<file path="config.mk">
export PLATFORM = sky130hd
export DESIGN_NAME = blackjack_deal_controller
export DESIGN_NICKNAME = d
export VERILOG_FILES = /design/src/rtl/blackjack_deal_controller.sv
export SDC_FILE = /design/constraint.sdc
export NUM_CORES = 1
export LEC_CHECK = 0
export CAP_MARGIN = 0
export CORE_MARGIN = 1
export CORE_UTILIZATION = 65
export DETAILED_ROUTE_END_ITERATION = 8
export DONT_BUFFER_PORTS = 1
export GPL_ROUTABILITY_DRIVEN = 1
export PLACE_DENSITY = 0.81
export SYNTH_ARGS = -nofsm -noshare
export SYNTH_HDL_FRONTEND = slang
export SYNTH_SLANG_ARGS = --single-unit
</file>
<file path="constraint.sdc">
create_clock -name clock_i -period 4 [get_ports clock_i]
set_input_delay 0.8 -clock clock_i [delete_from_list [all_inputs] [get_ports clock_i]]
set_output_delay 0.8 -clock clock_i [all_outputs]
set_load 0.05 [all_outputs]
</file>
<file path="src/rtl/blackjack_deal_controller.sv">
// -----------------------------------------------------------------------------
// blackjack_deal_controller
//   Sequences one BlackJack round on top of a 1..10 random card source:
//   deals P,D,P,D, runs the player hit/stand turn, then the dealer draw rule,
//   and reports totals, card counts and the round result.
//
//   state | meaning
//   ------+--------------------------------------------------------------
//   IDLE  | after reset, waiting for start
//   DEAL_P1 | request first player card
//   DEAL_D1 | request first dealer card
//   DEAL_P2 | request second player card
//   DEAL_D2 | request second dealer card
//   PLAYER  | player hit/stand (auto-exit on 21 or bust)
//   DEALER  | dealer draws while effective < DEALER_STAND
//   DONE    | round finished, totals/result held
//
// Ports
//   clock_i          system clock
//   reset_i          synchronous active-high reset
//   start_i          begin round (IDLE/DONE only)
//   hit_i, stand_i   player controls (PLAYER only, ignored while card pending)
//   card_req_o       card request, held until a legal card is accepted
//   card_valid_i     card_in_i valid this cycle
//   card_in_i        card value 1..10 (1 = ace)
//   player_total_o   player effective total
//   dealer_total_o   dealer effective total
//   player_cards_o   player card count
//   dealer_cards_o   dealer card count
//   state_out_o      current state code
//   game_over_o      high in DONE
//   result_o         00 none, 01 player, 10 dealer, 11 push
// -----------------------------------------------------------------------------
module blackjack_deal_controller #(
    parameter int DEALER_STAND = 17,
    parameter int MAX_CARDS    = 5,
    parameter int BJ_LIMIT     = 21
) (
    input  logic       clock_i,
    input  logic       reset_i,
    input  logic       start_i,
    input  logic       hit_i,
    input  logic       stand_i,
    output logic       card_req_o,
    input  logic       card_valid_i,
    input  logic [4:0] card_in_i,
    output logic [4:0] player_total_o,
    output logic [4:0] dealer_total_o,
    output logic [2:0] player_cards_o,
    output logic [2:0] dealer_cards_o,
    output logic [2:0] state_out_o,
    output logic       game_over_o,
    output logic [1:0] result_o
);

    typedef enum logic [2:0] {
        S_IDLE    = 3'd0,
        S_DEAL_P1 = 3'd1,
        S_DEAL_D1 = 3'd2,
        S_DEAL_P2 = 3'd3,
        S_DEAL_D2 = 3'd4,
        S_PLAYER  = 3'd5,
        S_DEALER  = 3'd6,
        S_DONE    = 3'd7
    } state_t;

    localparam logic [4:0] STAND_5 = 5'(DEALER_STAND);
    localparam logic [4:0] LIMIT_5 = 5'(BJ_LIMIT);
    localparam logic [2:0] MAXC_3  = 3'(MAX_CARDS);

    state_t     state_q, state_d;
    logic [4:0] p_hard_q, p_hard_d, d_hard_q, d_hard_d;
    logic       p_ace_q, p_ace_d, d_ace_q, d_ace_d;
    logic [2:0] p_cnt_q, p_cnt_d, d_cnt_q, d_cnt_d;
    logic [1:0] result_q, result_d;
    // Pending draw during PLAYER/DEALER; deal states request unconditionally.
    logic       req_q, req_d;

    logic [4:0] p_eff, d_eff;
    logic       in_deal, card_legal, accept, to_player;

    // An ace counts 11 only when that keeps the hand at or below 21.
    function automatic logic [4:0] effective(input logic [4:0] hard, input logic ace);
        return (ace && hard <= 5'd11) ? hard + 5'd10 : hard;
    endfunction

    always_ff @(posedge clock_i) begin
        if (reset_i) begin
            state_q  <= S_IDLE;
            p_hard_q <= '0;
            d_hard_q <= '0;
            p_ace_q  <= 1'b0;
            d_ace_q  <= 1'b0;
            p_cnt_q  <= '0;
            d_cnt_q  <= '0;
            result_q <= 2'b00;
            req_q    <= 1'b0;
        end else begin
            state_q  <= state_d;
            p_hard_q <= p_hard_d;
            d_hard_q <= d_hard_d;
            p_ace_q  <= p_ace_d;
            d_ace_q  <= d_ace_d;
            p_cnt_q  <= p_cnt_d;
            d_cnt_q  <= d_cnt_d;
            result_q <= result_d;
            req_q    <= req_d;
        end
    end

    always_comb begin
        state_d  = state_q;
        p_hard_d = p_hard_q;
        d_hard_d = d_hard_q;
        p_ace_d  = p_ace_q;
        d_ace_d  = d_ace_q;
        p_cnt_d  = p_cnt_q;
        d_cnt_d  = d_cnt_q;
        result_d = result_q;
        req_d    = req_q;

        p_eff      = effective(p_hard_q, p_ace_q);
        d_eff      = effective(d_hard_q, d_ace_q);
        in_deal    = (state_q == S_DEAL_P1) || (state_q == S_DEAL_D1) ||
                     (state_q == S_DEAL_P2) || (state_q == S_DEAL_D2);
        card_req_o = in_deal || req_q;
        card_legal = card_valid_i && (card_in_i >= 5'd1) && (card_in_i <= 5'd10);
        accept     = card_req_o && card_legal;
        to_player  = (state_q == S_DEAL_P1) || (state_q == S_DEAL_P2) ||
                     (state_q == S_PLAYER);

        if (accept) begin
            req_d = 1'b0;
            if (to_player) begin
                p_hard_d = p_hard_q + card_in_i;
                p_ace_d  = p_ace_q | (card_in_i == 5'd1);
                p_cnt_d  = p_cnt_q + 3'd1;
            end else begin
                d_hard_d = d_hard_q + card_in_i;
                d_ace_d  = d_ace_q | (card_in_i == 5'd1);
                d_cnt_d  = d_cnt_q + 3'd1;
            end
        end

        unique case (state_q)
            S_IDLE, S_DONE: begin
                if (start_i) begin
                    p_hard_d = '0;
                    d_hard_d = '0;
                    p_ace_d  = 1'b0;
                    d_ace_d  = 1'b0;
                    p_cnt_d  = '0;
                    d_cnt_d  = '0;
                    result_d = 2'b00;
                    req_d    = 1'b0;
                    state_d  = S_DEAL_P1;
                end
            end
            S_DEAL_P1: if (accept) state_d = S_DEAL_D1;
            S_DEAL_D1: if (accept) state_d = S_DEAL_P2;
            S_DEAL_P2: if (accept) state_d = S_DEAL_D2;
            S_DEAL_D2: if (accept) state_d = S_PLAYER;
            S_PLAYER: begin
                // Hand is re-evaluated the cycle after each accepted card.
                if (!req_q) begin
                    if (p_hard_q > LIMIT_5) begin
                        state_d  = S_DONE;
                        result_d = 2'b10;
                    end else if (p_eff == LIMIT_5) begin
                        state_d = S_DEALER;
                    end else if (stand_i) begin
                        state_d = S_DEALER;
                    end else if (hit_i && (p_cnt_q < MAXC_3)) begin
                        req_d = 1'b1;
                    end
                end
            end
            S_DEALER: begin
                if (!req_q) begin
                    if ((d_eff < STAND_5) && (d_cnt_q < MAXC_3)) begin
                        req_d = 1'b1;
                    end else begin
                        state_d = S_DONE;
                        if (d_hard_q > LIMIT_5)  result_d = 2'b01;
                        else if (p_eff > d_eff)  result_d = 2'b01;
                        else if (d_eff > p_eff)  result_d = 2'b10;
                        else                     result_d = 2'b11;
                    end
                end
            end
            default: state_d = S_IDLE;
        endcase

        player_total_o = p_eff;
        dealer_total_o = d_eff;
        player_cards_o = p_cnt_q;
        dealer_cards_o = d_cnt_q;
        state_out_o    = state_q;
        game_over_o    = (state_q == S_DONE);
        result_o       = result_q;
    end

endmodule
</file>
==> flow_summary.toml, run 1 <==
[yosys]
synth_nets = 282
ys_warn_count = 0
synth_seq_area_share = 0.2343
synth.avg_cell_area_um2 = 8.269
ys_seq_elements = 24
synth_edf_count = 0
yosys.cell_types.count = 55
synthesis.area_um2 = 2051
ys_async_sr_fraction = 0
ys.flop_type = "dfxtp_1"
syn_inst = 248

[timing]
hold_ws_ns = 0.5500
worstMarginPinSlew_ns = 1.049
rsz0062_at_grt = "no"
fin_ws_ns = 0.6916
maxSlewViolCount = 0
tns_ns = 0
setup_viol_count_final = 0
skew_ns = 0.009221
post-route-min-period_ns = 3.308
max_freq_ghz = 0.3023
period_share = 0.8271
report.final.hold_viol_count = 0
relSlewSlack = 0.2998

[critical_path]
crit_arrival_ns = 3.56
crit_chain = "and3b_1 > nor4b_1 > nor2_1 > ha_1 > a21o_1 > a21oi_1 > a21oi_1 > a211oi_1 > mux2_2"
cp-start-kind = "register"
cpPeakStageDelay_ns = 0.82
critPathTopFamily = "simple AND/OR/NAND/NOR gates"
crit_slowest_cell = "dfxtp_1"
setup.worst_path.class = "reg -> reg"
cp_max_fo = 9
critical_path_buf_inv_count = 0
crit_path_frequent_cell = "a21oi_1"
required_ns = 4.25
end_kind = "register"

[clocking]
clkLatencyLatePin_ns = 0.30
cts_buffers = 3
cts_setup_buffers = 0
cts_tree = "yes"
cts_root_buffer = "clkbuf_4"
cts_hold_buf = 0
cts.sinks = 24
cts_buffer_depth = 2
clkTransAtPathRegs_ns = 0.13
ctsHtreeMaxLevel = 1
cts_resized = 0

[floorplanning]
num_io_pins = 34
start_util = 0.6773
dieHeight_um = 58.17
dieWidth_um = 58.17
fp-row-count = 20
core_um2 = 3028
die_area_um2 = 3384

[drt]
remaining_drc_errors = 0
wire_per_inst_um = 15.18
antenna_left = 0
vias = 1777
vias_per_cell = 6.192
wl_um = 4358
firstDrtPassIters = 4
drtIter0Drc = 141

[cells_and_area]
drive_gt1_frac = 0.05350
fin_util = 0.6934
antenna_cells = 0
layout_commonest_cell = "nor2_1"
final_cell_mix = "31 x nor2_1, 24 x dfxtp_1, 21 x ha_1"
fin_area_um2 = 2100
nFillCells = 258
instances_no_fill = 287
synthToLayoutAreaGrowth_pct = 2.379
regArea_um2 = 480.5
multiInputGateArea_um2 = 1459
nNetsFinal = 279

[power]
finalPower_mw = 0.4347
peakVddDrop_mv = 0.1194
p_leak_nw = 0.8542
power.density_nw_per_um2 = 207.1

[grt]
grt_first_pass_wirelength_um = 7176
grt_usage = 0.2698
met2_usage = 0.4286
grt_pass1_vias = 1591
grt_util_met1 = 0.3585
overflow = 0
grt_max_degree = 19
grt_busiest_layer = "met2"
use_met3 = 0.06920
antenna_found_initial = 0

[placement]
placed_cell_area_um2 = 2077
port_buffers = 0
routabilityCongestion = 0.8836
dp.cells = 284
preCtsSetupSlack_ns = 0.7651
dpl.hpwl_um = 3350

[flow_run]
cap_violations = 0

[status]
status = "finished clean"

[worst_hold_path]
hold_class = "in -> reg"
[registers in the layout, summed over array words and instances, names as in the netlist]
| signal | flops |
|---|---|
| state_out_o | 3 |
| result_o | 2 |
| req_q | 1 |
| d_ace_q | 1 |
| d_hard_q | 5 |
| p_ace_q | 1 |
| dealer_cards_o | 3 |
| p_hard_q | 5 |
| player_cards_o | 3 |
[cell usage after synthesis (all sizes together), types with 2 or more instances]
| library cell | count | share of area |
|---|---|---|
| nand2b | 8 | 0.026 |
| dfxtp | 24 | 0.23 |
| nor2b | 4 | 0.012 |
| a211o | 3 | 0.013 |
| o221ai | 2 | 0.0085 |
| nor3b | 2 | 0.0073 |
| nand2 | 9 | 0.016 |
| nand4 | 2 | 0.0061 |
| a211oi | 4 | 0.015 |
| ha | 21 | 0.13 |
| mux2i | 7 | 0.034 |
| a221oi | 2 | 0.0085 |
| nand3b | 4 | 0.015 |
| o21ai | 13 | 0.032 |
| or3b | 2 | 0.0085 |
| a21oi | 13 | 0.032 |
| and3 | 3 | 0.0092 |
| nand3 | 6 | 0.023 |
| nor4b | 2 | 0.0085 |
| o31ai | 2 | 0.0073 |
| fa | 2 | 0.020 |
| a21o | 7 | 0.026 |
| xor2 | 8 | 0.034 |
| clkbuf | 4 | 0.0073 |
| or2 | 2 | 0.0061 |
| o21a | 4 | 0.015 |
| nor3 | 3 | 0.0073 |
| a41oi | 2 | 0.0085 |
| xnor2 | 6 | 0.026 |
| mux2 | 2 | 0.011 |
| nor4 | 4 | 0.012 |
| inv | 14 | 0.026 |
| or3 | 2 | 0.0061 |
| nor2 | 31 | 0.057 |
| buf | 8 | 0.021 |
| a31oi | 4 | 0.012 |
[metal layers]
metal	wire length, um	part of all wire
met1	1949	0.45
met2	1974	0.45
met3	323	0.074
met4	112	0.026
met5	0	0
[path summary, 6_finish.rpt]
| path | startpoint | slack [ns] | cells past startpoint | to |
|---|---|---|---|---|
| worst max-delay path | d_hard_q[0] | 0.69 | 9 | result_o[0] |
| worst min-delay path | reset_i | 0.55 | 1 | state_out_o[1] |
| worst max register to register | d_hard_q[0] | 0.69 | 9 | result_o[0] |
| worst min register to register | d_ace_q | 0.59 | 2 | d_ace_q |
[logic make-up after synthesis]
group	share of synthesized area
and+or+nand+nor	0.2386
AOI/OAI and AO/OA	0.2203
buffers and inverters	0.05430
DFF	0.2343
adders and majority gates	0.1477
xor gates and xnor gates	0.05979
muxes	0.04515
[cell type report]
| type | instances | share of cell area |
|---|---|---|
| flip-flops and latches | 24 | 0.2288 |
| inverters | 14 | 0.02503 |
| well taps | 44 | 0.02622 |
| clock buffers | 3 | 0.01073 |
| repair buffers | 4 | 0.01430 |
| multi-input cells | 198 | 0.6949 |
[power by group]
part	switching, mW	leakage [nW]	internal, mW	total (mW)
combinational	0.0434	0.647	0.0256	0.0689
clock	0.0688	0.0138	0.0351	0.104
sequential	0.0197	0.194	0.242	0.262
total	0.132	0.854	0.303	0.435
Note: power is estimated with default switching activity, not from simulation.
==> run 2, diff against run 1 <==
CORE_UTILIZATION = 58   (was 65)
PLACE_DENSITY = 0.76   (was 0.81)
clock period = 2.8 ns   (was 4 ns; I/O delays follow)
==> run 2 against run 1 <==
  * Sequential power grew 37%
  * Maximum frequency up 28%
  * Clock skew about the same
  * Die area grew 12%
  * Routed wire length up 8.8%
  * Combinational power increased by 86%
  * Core utilization fell by 1.5 points
  * Flip-flop and latch count unchanged
  * Worst hold slack worse by 0.28 ns
  * Critical path type unchanged
  * Critical endpoint unchanged
  * Largest cell class unchanged
==> flow_summary.toml, run 2 (same netlist as run 1, synthesis figures left out) <==
[power]
p_sw_frac = 0.3042
peakVddDrop_mv = 0.2578
power.density_nw_per_um2 = 297.2
pwr-share-comb = 0.189
clkPwrFrac = 0.283
p_int_mw = 0.4719
switchingPower_mw = 0.2063
pwr-share-seq = 0.528
p_leak_nw = 0.9632

[clocking]
cts_hold_buf = 0
cts_buffer_depth = 2
ctsHtreeMaxLevel = 1
cts_root_buffer = "clkbuf_4"
clkTransAtPathRegs_ns = 0.14
cts.sinks = 24
clkLatencyLatePin_ns = 0.33
cts_buffers = 3
cts_tree = "yes"

[worst_hold_path]
hold_class = "in -> reg"
holdPathEnd = "state_out_o[1]"
hp-start = "reset_i"
hold_depth = 1

[floorplanning]
die_area_um2 = 3777
start_util = 0.6097
core_um2 = 3363
dieWidth_um = 61.46
dieHeight_um = 61.46
fp-row-count = 21
num_io_pins = 34

[placement]
port_buffers = 0
dpl.hpwl_um = 3518
routabilityCongestion = 0.8767
placed_cell_area_um2 = 2220
dp.cells = 302

[cells_and_area]
fin_area_um2 = 2282
final_cell_mix = "30 x nor2_1, 22 x dfxtp_1, 21 x ha_1, 21 x buf_4, 14 x inv_1"
synthToLayoutAreaGrowth_pct = 11.29
drive_gt1_frac = 0.1456
multiInputGateArea_um2 = 1495
reg.largest.list = "d_hard_q x5, p_hard_q x5"
layout_commonest_cell = "nor2_1"
instances_no_fill = 307
regArea_um2 = 483.0
antenna_cells = 0
nNetsFinal = 296
nFillCells = 302

[critical_path]
r2r_start = "d_hard_q[2]"
crit_arrival_ns = 2.82
worst-r2r-setup-slack_ns = 0.21
setup.worst_path.class = "reg -> reg"
r2r_cells = 11
cp-start-kind = "register"
end_kind = "register"
cp_max_fo = 8
required_ns = 3.04
cp-startpoint = "d_hard_q[2]"
r2r_end = "result_o[0]"

[timing]
period_share = 0.9235
tns_ns = 0
setup_viol_count_final = 0
post-route-min-period_ns = 2.586
report.final.hold_viol_count = 0
maxSlewViolCount = 0
max_freq_ghz = 0.3867
worstMarginPinSlew_ns = 0.5773
relSlewSlack = 0.6111
hold_ws_ns = 0.2723
skew_ns = 0.009269

[grt]
grt_usage = 0.2500
grt_pass1_vias = 1500
grt_first_pass_wirelength_um = 7010
antenna_found_initial = 0
grt_max_degree = 19
overflow = 0

[drt]
remaining_drc_errors = 0
vias_per_cell = 6.007
drtIter0Drc = 202
vias = 1844
firstDrtPassIters = 4
antenna_left = 0
wl_um = 4740
wire_per_inst_um = 15.44

[flow_run]
cap_violations = 0

[status]
status = "finished clean"
run 2: changes by cell type in the layout (fill, tap and decap cells not counted), sizes merged:
cell	previous run	this run
buf	4	21
clkbuf	3	4
run 2: layer usage:
layer	vias to the layer above	track usage	share of wire
li1	930	-	-
met1	839	0.3614	0.46
met2	65	0.3711	0.47
met3	10	0.03571	0.048
met4	0	0.1048	0.016
met5	-	0	0
run 2: cell type report:
class                           count  share of cell area
Clock buffer                        4             0.01590
Tap cell                           46             0.02522
Sequential cell                    24              0.2116
Timing Repair Buffer               21             0.06908
Multi-Input combinational cell    198              0.6552
Inverter                           14             0.02303
run 2: power by group through the flow:
stage | clock network [mW] | registers [mW] | logic (mW)
global route | 0.210 | 0.359 | 0.139
finish | 0.192 | 0.358 | 0.128
CTS | 0.198 | 0.358 | 0.125
floorplan | 0 | 0.370 | 0.0896
detailed placement | 0 | 0.365 | 0.125
global placement | 0 | 0.365 | 0.124
run 2: metrics by stage:
| step | utilization | worst slack, ns | power [mW] |
|---|---|---|---|
| floorplan | - | 0.02900 | 0.4597 |
| global placement | 0.6600 | 0.3293 | 0.4891 |
| detailed placement | 0.6600 | 0.2031 | 0.4907 |
| CTS | 0.6708 | 0.1681 | 0.6808 |
| global route | 0.6786 | -0.02351 | 0.7089 |
| finish | 0.6786 | 0.2143 | 0.6782 |
run 2: worst max-delay path, cell delays in order, from the launching register on:
cell,delay (ns)
dfxtp_1,0.36
buf_4,0.17
ha_1,0.19
nor3b_1,0.25
nor4b_4,0.30
nor2_2,0.09
ha_1,0.29
and3_1,0.17
o21ai_0,0.10
a21oi_1,0.21
a211oi_1,0.10
mux2_2,0.27
run 2: worst max path at each step:
stage / to / slack (ns) / depth (start not counted)
after floorplan: result_o[0] / 0.03 / 14
after global placement: result_o[0] / 0.33 / 11
after CTS: result_o[1] / 0.17 / 11
after detailed placement: result_o[1] / 0.20 / 11
final: result_o[0] / 0.21 / 11
after global routing: result_o[1] / -0.02 / 11
run 2: repair_timing:
action                                 4_1_cts  5_1_grt
endpoints found under the hold margin        0        0
buffers inserted                             0        1
setup endpoints to repair                    0        2
gates resized for setup                      0        4
==> run 3, diff against run 2 <==
CORE_UTILIZATION = 35   (was 58)
CTS_CLUSTER_DIAMETER = 120   (was default)
PLACE_DENSITY = default   (was 0.76)
==> run 3 against run 2 <==
  * Maximum frequency rose by 1.6%
  * Via count fell by 1.1%
  * Die area rose by 63%
  * Critical path type unchanged
  * Largest cell class unchanged
  * Highest routed layer unchanged
==> flow_summary.toml, run 3 (same netlist as run 1, synthesis figures left out) <==
[status]
status = "finished clean"

[drt]
vias_per_cell = 5.442
firstDrtPassIters = 4
vias = 1823
drtIter0Drc = 113
remaining_drc_errors = 0
wire_per_inst_um = 15.10
antenna_left = 0
wl_um = 5059

[clocking]
ctsHtreeMaxLevel = 1
cts_root_buffer = "clkbuf_8"
clkLatencyLatePin_ns = 0.27
clkTransAtPathRegs_ns = 0.09
cts_tree = "yes"
cts_buffers = 3
cts_setup_buffers = 0
cts_buffer_depth = 2
cts.sinks = 24

[timing]
post-route-min-period_ns = 2.544
worstMarginPinSlew_ns = 0.6271
period_share = 0.9086
rsz0062_at_grt = "no"
skew_ns = 0.002327
maxSlewViolCount = 0
setup_viol_count_final = 0
report.final.hold_viol_count = 0
relSlewSlack = 0.5775
max_freq_ghz = 0.3931
tns_ns = 0

[critical_path]
setup.worst_path.class = "reg -> reg"
end_kind = "register"
cp_max_fo = 7
cp-startpoint = "d_hard_q[2]"
r2r_start = "d_hard_q[2]"
crit_arrival_ns = 2.71
r2r_cells = 11
worst-r2r-setup-slack_ns = 0.26
r2r_end = "result_o[0]"
required_ns = 2.96
crit_end = "result_o[0]"
cp-start-kind = "register"

[power]
p_int_mw = 0.5188
p_sw_frac = 0.2857
switchingPower_mw = 0.2075
pwr-share-comb = 0.178
p_leak_nw = 0.9799
clkPwrFrac = 0.330
power.density_nw_per_um2 = 310.4
peakVddDrop_mv = 0.1739
pwr-share-seq = 0.492

[grt]
overflow = 0
antenna_found_initial = 0
grt_max_degree = 16
grt_usage = 0.1741
grt_pass1_vias = 1764
grt_first_pass_wirelength_um = 8604

[cells_and_area]
regArea_um2 = 481.7
synthToLayoutAreaGrowth_pct = 14.09
multiInputGateArea_um2 = 1488
reg.largest.list = "d_hard_q x5, p_hard_q x5"
drive_gt1_frac = 0.1445
layout_commonest_cell = "nor2_1"
nFillCells = 586
fin_area_um2 = 2340
nNetsFinal = 298
antenna_cells = 0
final_cell_mix = "30 x nor2_1, 23 x dfxtp_1, 23 x buf_4"

[floorplanning]
die_area_um2 = 6169
core_um2 = 5574
fp-row-count = 27
num_io_pins = 34
dieHeight_um = 78.55
start_util = 0.3679
dieWidth_um = 78.55

[flow_run]
cap_violations = 0

[placement]
routabilityCongestion = 0.8922
placed_cell_area_um2 = 2275
port_buffers = 0
dpl.hpwl_um = 3923

[worst_hold_path]
hold_class = "in -> reg"
## run 3: layout make-up
class | count | area share
Clock buffer | 4 | 0.02353
Inverter | 14 | 0.02246
Multi-Input combinational cell | 198 | 0.6358
Sequential cell | 24 | 0.2059
Tap cell | 72 | 0.03850
Timing Repair Buffer | 23 | 0.07380
## run 3: critical path: stages, from the launching register on
cell      delay, ns
dfxtp_1        0.44
inv_1          0.09
ha_1           0.19
and3b_1        0.25
nor4b_4        0.29
nor2_2         0.09
ha_1           0.31
and3_1         0.17
o21ai_0        0.08
a21oi_1        0.17
a211oi_1       0.09
mux2_2         0.26
## run 3: through the flow
| stage | total power [mW] | setup WS [ns] | instances | hold slack, ns | util |
|---|---|---|---|---|---|
| 6_report | 0.7264 | 0.2560 | 335 | 0.3491 | 0.4198 |
| 3_5_place_dp | 0.4948 | 0.2303 | 331 | 0.5247 | 0.4081 |
| 4_1_cts | 0.7350 | 0.2122 | 335 | 0.3397 | 0.4180 |
| 3_3_place_gp | 0.4937 | 0.2954 | 331 | 0.5186 | 0.4081 |
| 5_1_grt | 0.7635 | 0.02467 | 335 | 0.3386 | 0.4198 |
| 2_1_floorplan | 0.4597 | 0.02900 | 248 | 0.5088 | - |
## run 3: how the worst min path moves through the flow
stage,startpoint,endpoint,slack (ns),cells past startpoint
floorplan,p_hard_q[4],p_hard_q[4],0.51,2
global placement,p_hard_q[2],p_hard_q[2],0.52,2
detailed placement,p_hard_q[2],p_hard_q[2],0.52,2
CTS,reset_i,state_out_o[1],0.34,1
global route,reset_i,req_q,0.34,1
finish,reset_i,state_out_o[2],0.35,1
## run 3: layer usage
metal | wire, um | up-vias | global-route usage
li1 | - | 929 | -
met1 | 2475 | 858 | 0.2375
met2 | 2326 | 30 | 0.2835
met3 | 202 | 6 | 0.02558
met4 | 55 | 0 | 0.04630
met5 | 0 | - | 0
## run 3: power groups by stage
stage | registers, mW | logic [mW] | clock network, mW
6_report | 0.357 | 0.130 | 0.240
5_1_grt | 0.359 | 0.142 | 0.262
4_1_cts | 0.357 | 0.130 | 0.248
3_5_place_dp | 0.365 | 0.130 | 0
3_3_place_gp | 0.365 | 0.129 | 0
2_1_floorplan | 0.370 | 0.0896 | 0
## run 3: repair_timing
item                       in CTS  in global routing
setup endpoints to repair       0                  1
gates resized for setup         0                  2
hold buffers                    0                  0
